`src/rtl/fft_twiddle_sequencer.sv`:
```
// Streams radix-2 DIT twiddle factors in butterfly order (stage-major, butterfly-minor)
// from an elaboration-time fixed-point ROM, with a valid/ready output handshake.
module fft_twiddle_sequencer #(
  parameter  int unsigned N     = 64,
  parameter  int unsigned TW_W  = 16,
  localparam int unsigned LOGN  = $clog2(N),
  localparam int unsigned HALF  = N / 2,
  localparam int unsigned IDX_W = (HALF > 1) ? $clog2(HALF) : 1,
  localparam int unsigned STG_W = (LOGN > 1) ? $clog2(LOGN) : 1
) (
  input  logic             clk,
  input  logic             rst,
  input  logic             start,
  output logic             busy,
  output logic             done,
  output logic             tw_valid,
  input  logic             tw_ready,
  output logic [TW_W-1:0]  tw_re,
  output logic [TW_W-1:0]  tw_im,
  output logic [IDX_W-1:0] tw_idx,
  output logic [STG_W-1:0] stage,
  output logic [IDX_W-1:0] bfly_idx
);

  localparam real                PI     = 3.14159265358979323846;
  localparam longint             ONE_Q  = 64'(1) << (TW_W - 1);
  localparam real                SCALE  = real'(ONE_Q);
  localparam logic [IDX_W-1:0]   B_LAST = IDX_W'(HALF - 1);
  localparam logic [STG_W-1:0]   S_LAST = STG_W'(LOGN - 1);

  typedef enum logic [1:0] {ST_IDLE, ST_RUN, ST_DONE} state_t;

  state_t           r_state;
  logic             r_busy;
  logic             r_done;
  logic             r_valid;
  logic [TW_W-1:0]  r_re;
  logic [TW_W-1:0]  r_im;
  logic [IDX_W-1:0] r_idx;
  logic [IDX_W-1:0] r_b;
  logic [STG_W-1:0] r_s;

  logic             w_fire;
  logic             w_last;
  logic [IDX_W-1:0] w_b_nxt;
  logic [STG_W-1:0] w_s_nxt;
  logic [IDX_W-1:0] w_k_nxt;
  logic [TW_W-1:0]  w_rom_re [HALF];
  logic [TW_W-1:0]  w_rom_im [HALF];

  // Q1.(TW_W-1) ROM: round half away from zero, then saturate (+1.0 clips to max positive).
  for (genvar k = 0; k < int'(HALF); k++) begin : g_rom
    localparam real    ANG    = 2.0 * PI * real'(k) / real'(N);
    localparam real    V_RE   = $cos(ANG) * SCALE;
    localparam real    V_IM   = -$sin(ANG) * SCALE;
    localparam longint RND_RE = (V_RE >= 0.0) ? longint'($rtoi(V_RE + 0.5))
                                              : -longint'($rtoi(0.5 - V_RE));
    localparam longint RND_IM = (V_IM >= 0.0) ? longint'($rtoi(V_IM + 0.5))
                                              : -longint'($rtoi(0.5 - V_IM));
    localparam longint SAT_RE = (RND_RE > ONE_Q - 1) ? ONE_Q - 1 :
                                (RND_RE < -ONE_Q)    ? -ONE_Q    : RND_RE;
    localparam longint SAT_IM = (RND_IM > ONE_Q - 1) ? ONE_Q - 1 :
                                (RND_IM < -ONE_Q)    ? -ONE_Q    : RND_IM;
    assign w_rom_re[k] = TW_W'(SAT_RE);
    assign w_rom_im[k] = TW_W'(SAT_IM);
  end

  // k = (b mod 2^s) * (N >> (s+1)), expressed as mask-and-shift.
  function automatic logic [IDX_W-1:0] k_of(input logic [STG_W-1:0] s,
                                            input logic [IDX_W-1:0] b);
    logic [IDX_W-1:0] mask;
    int unsigned      sh;
    mask = IDX_W'((32'd1 << s) - 32'd1);
    sh   = LOGN - 32'd1 - 32'(s);
    k_of = (b & mask) << sh;
  endfunction

  always_comb begin
    w_fire  = r_valid & tw_ready;
    w_last  = (r_s == S_LAST) && (r_b == B_LAST);
    w_b_nxt = r_b + IDX_W'(1);
    w_s_nxt = r_s;
    if (r_b == B_LAST) begin
      w_b_nxt = '0;
      w_s_nxt = r_s + STG_W'(1);
    end
    w_k_nxt = k_of(w_s_nxt, w_b_nxt);
  end

  always_ff @(posedge clk) begin
    if (rst) begin
      r_state <= ST_IDLE;
      r_busy  <= 1'b0;
      r_done  <= 1'b0;
      r_valid <= 1'b0;
      r_re    <= '0;
      r_im    <= '0;
      r_idx   <= '0;
      r_b     <= '0;
      r_s     <= '0;
    end else begin
      case (r_state)
        ST_IDLE: begin
          r_done <= 1'b0;
          if (start) begin
            r_state <= ST_RUN;
            r_busy  <= 1'b1;
            r_valid <= 1'b1;
            r_s     <= '0;
            r_b     <= '0;
            r_idx   <= '0;
            r_re    <= w_rom_re[0];
            r_im    <= w_rom_im[0];
          end
        end
        ST_RUN: begin
          if (w_fire) begin
            if (w_last) begin
              r_valid <= 1'b0;
              r_done  <= 1'b1;
              r_state <= ST_DONE;
            end else begin
              r_s   <= w_s_nxt;
              r_b   <= w_b_nxt;
              r_idx <= w_k_nxt;
              r_re  <= w_rom_re[w_k_nxt];
              r_im  <= w_rom_im[w_k_nxt];
            end
          end
        end
        ST_DONE: begin
          r_done  <= 1'b0;
          r_busy  <= 1'b0;
          r_state <= ST_IDLE;
        end
        default: r_state <= ST_IDLE;
      endcase
    end
  end

  assign busy     = r_busy;
  assign done     = r_done;
  assign tw_valid = r_valid;
  assign tw_re    = r_re;
  assign tw_im    = r_im;
  assign tw_idx   = r_idx;
  assign stage    = r_s;
  assign bfly_idx = r_b;

endmodule

```
`config.mk`:
```
export PLATFORM = sky130hd
export DESIGN_NAME = fft_twiddle_sequencer
export DESIGN_NICKNAME = d
export VERILOG_FILES = /design/src/rtl/fft_twiddle_sequencer.sv
export SDC_FILE = /design/constraint.sdc
export NUM_CORES = 1
export LEC_CHECK = 0
export CORE_MARGIN = 4
export CORE_UTILIZATION = 35
export CTS_BUF_LIST = sky130_fd_sc_hd__clkbuf_4
export DETAILED_ROUTE_END_ITERATION = 6
export SLEW_MARGIN = 40
export SYNTH_ARGS = -nofsm -noshare
export SYNTH_HDL_FRONTEND = slang
export SYNTH_SLANG_ARGS = --single-unit
export TNS_END_PERCENT = 100
```
`constraint.sdc`:
```
create_clock -name clk -period 4.4 [get_ports clk]
set_clock_uncertainty 0.2 [all_clocks]
set_input_delay 0.88 -clock clk [delete_from_list [all_inputs] [get_ports clk]]
set_output_delay 0.88 -clock clk [all_outputs]
set_load 0.005 [all_outputs]
```
==> flow_metrics.py <==
metrics = {
    "status": {
        "status": "completed",
    },
    "detailed_routing": {
        "drc_errors": 0,
        "routedWlPerCell_um": 19.4,
        "firstDrtPassIters": 4,
        "drt_iter0_drc": 291,
        "finalWirelength_um": 12500,
        "vias": 3831,
        "viasPerCell": 5.91,
        "drtAntennaViolNets": 0,
    },
    "worst_hold_path": {
        "hp-start": "tw_im[15]",
        "hp-class": "flip-flop to flip-flop",
    },
    "pwr": {
        "p_leak_uw": 0.00159,
        "p_per_area_nw_per_um2": 197,
        "ir_drop_mv": 0.143,
    },
    "finish": {
        "antenna_cells": 0,
        "drive_above_1_share_pct": 14.6,
        "final_nets": 539,
        "ff_latch_area_um2": 1000,
        "layout_common_cells": "clkdlybuf4s50_1, dfxtp_1, nand2_1",
        "fill_cells": 971,
        "multi_input_area_um2": 2280,
        "layoutNonFillerInstCount": 648,
        "areaGrowthSynthToFinish_pct": 27.2,
        "layout_commonest_cell": "clkdlybuf4s50_1",
        "final_cell_area_um2": 4360,
    },
    "placement": {
        "port_buffers": 51,
        "placed_area_um2": 4230,
        "place_congestion": 0.976,
        "placed_cells": 639,
        "dp_hpwl_um": 9240,
    },
    "synth": {
        "async_reset_ff_share_pct": 0,
        "avgSynthCellArea_um2": 7.55,
        "synth_edf_count": 0,
        "synth_nets": 475,
        "syn-instance-count": 454,
        "synthFlopType": "dfxtp_1",
        "ys_types": 68,
        "ys_seq_elements": 50,
        "seq_area_frac_synth_pct": 29.2,
        "yosys_warnings": 0,
        "synthesis.area_um2": 3430,
    },
    "clock_tree": {
        "cts_tree": "built",
        "insertion_delay_ps": 380,
        "clk_pin_slew_worst_paths_ps": 160,
        "numCtsBuffers": 5,
        "htree_levels": 2,
        "cts_buffer_depth": 2,
        "clock-root-buffer": "clkbuf_4",
        "cts_sinks": 50,
        "postCtsHoldBufs": 0,
    },
    "floorplanning": {
        "die_w_um": 107,
        "die_h_um": 107,
        "io_pins": 52,
        "core_um2": 9370,
        "die-area_um2": 11400,
        "num_rows": 35,
        "start_util_pct": 36.6,
    },
    "grt": {
        "overflow": 0,
        "grt_pass1_vias": 3790,
        "grt_max_degree": 24,
        "grt_first_pass_wirelength_um": 20400,
        "antenna_found_initial": 0,
        "grtUsageTotal_pct": 22.3,
    },
    "sta": {
        "slew_viol_final": 0,
        "rsz0062_at_grt": "no",
        "slew_headroom_pct": 52.3,
        "timing.fmax_mhz": 241,
        "period_needed_ps": 4150,
        "finalHoldViolCount": 0,
        "max_slew.worst_pin.slew_ps": 714,
        "setup_viol": 0,
        "setup_tns_ps": 0,
        "fin_crit_sh_pct": 94.4,
    },
    "critical_path": {
        "crit_arrival_ps": 4240,
        "critPathBufInv": 3,
        "critPathLaunchType": "flip-flop",
        "worstPathRequired_ps": 4490,
        "crit_start": "bfly_idx[1]",
        "worstPathMaxFanout": 10,
        "r2r_start": "bfly_idx[1]",
        "endpoint_kind": "flip-flop",
        "worst_path_max_delay_cell": "dfxtp_2",
        "cp_top_family": "simple AND/OR/NAND/NOR gates",
        "worst_path_most_repeated_cell": "ha_1",
        "critical-path-max-stage-delay_ps": 380,
        "cp_cell_sequence": "ha_1 -> and3_1 -> ha_1 -> or2_2 -> nand2_2 -> inv_1 -> ha_1 -> buf_4 -> nand2b_1 -> a221o_1 -> nor2_1 -> buf_4 -> ha_1 -> nor2_1 -> o31a_1 -> a2111oi_2",
        "crit_type": "flip-flop to flip-flop",
    },
    "job": {
        "maxCapViolCount": 0,
    },
}
==> stage by stage <==
step / utilization (%) / hold slack [ps] / worst slack [ps] / power [uW]
after CTS: 46.0 / 266 / 141 / 872
after detailed placement: 45.1 / 245 / 203 / 583
final: 46.5 / 263 / 245 / 858
after floorplan: - / 248 / 21.5 / 531
after global routing: 46.5 / 290 / 4.55 / 895
after global placement: 45.1 / 242 / 247 / 583
==> power breakdown <==
group	internal, uW	switching, uW	total (uW)
Clock	119	166	286
Combinational	45.0	49.0	94.0
Sequential	469	9.83	478
==> what timing repair did <==
item / in CTS / in global routing
gates resized for setup: 0 / 13
buffers inserted: 0 / 1
setup endpoints to repair: 0 / 26
==> cell type report <==
cell class,count,share of cell area (%)
Timing Repair Buffer,88,18.1
Sequential cell,50,23.0
Multi-Input combinational cell,362,52.3
Clock buffer,5,0.862
Tap cell,129,3.70
Clock inverter,3,1.03
Inverter,11,1.01
==> state kept, by name (all words and copies together) (netlist names) <==
| signal | cells |
|---|---|
| done | 1 |
| busy | 1 |
| stage | 3 |
| bfly_idx | 5 |
| r_state | 2 |
| tw_im | 16 |
| tw_valid | 1 |
| tw_re | 16 |
| tw_idx | 5 |
==> worst paths after layout <==
path	slack (ps)	cells past startpoint	end
worst max register to register	250	16	tw_re[0]
worst min register to register	260	2	tw_im[15]
worst max-delay path	250	16	tw_re[0]
worst min-delay path	260	2	tw_im[15]
==> synthesized netlist by cell type, types with 5 or more instances <==
library cell  instances  area share (%)
a31oi_1               6             1.1
nand3_1              30             4.4
nand2_1              45             4.9
a22oi_1              10             2.2
nor3_1               16             2.3
a21oi_1              39             5.7
a211oi_1              5             1.1
ha_1                 17             6.2
dfxtp_1              50              29
clkbuf_1             16             1.8
nand4_1               5            0.91
o21a_1                5             1.1
buf_2                 9             1.3
o21ai_0              38             5.6
inv_1                10             1.1
o211ai_1             14             3.1
nor2_1               44             4.8
==> metal layers <==
layer / track usage, % / wire [um] / part of all wire (%) / up-vias
met5: 0 / 0 / 0 / -
met4: 6.67 / 229 / 1.8 / 0
met3: 3.91 / 818 / 6.5 / 22
met2: 34.1 / 5540 / 44 / 172
met1: 31.8 / 5960 / 48 / 1805
li1: - / - / - / 1832
==> worst reg2reg max path, delay by kind of cell, from the launching register on <==
family | cells | cell delay [ps]
and+or+nand+nor | 6 | 1080
adders and majority gates | 4 | 1030
AOI/OAI and AO/OA | 3 | 940
buffers and inverters | 3 | 420
DFF | 1 | 380
==> cells by family (layout without fill, tap and decap cells) <==
| group | after synthesis | after routing | share of synthesized area [%] |
|---|---|---|---|
| compound gates | 171 | 171 | 34.1 |
| xor+xnor | 1 | 1 | 0.256 |
| fa+ha+maj | 17 | 17 | 6.21 |
| buf+inv | 42 | 107 | 5.66 |
| flops | 50 | 50 | 29.2 |
| mux | 1 | 1 | 0.329 |
| simple gates | 172 | 172 | 24.2 |
No activity file was read; power rests on OpenSTA's default activity.
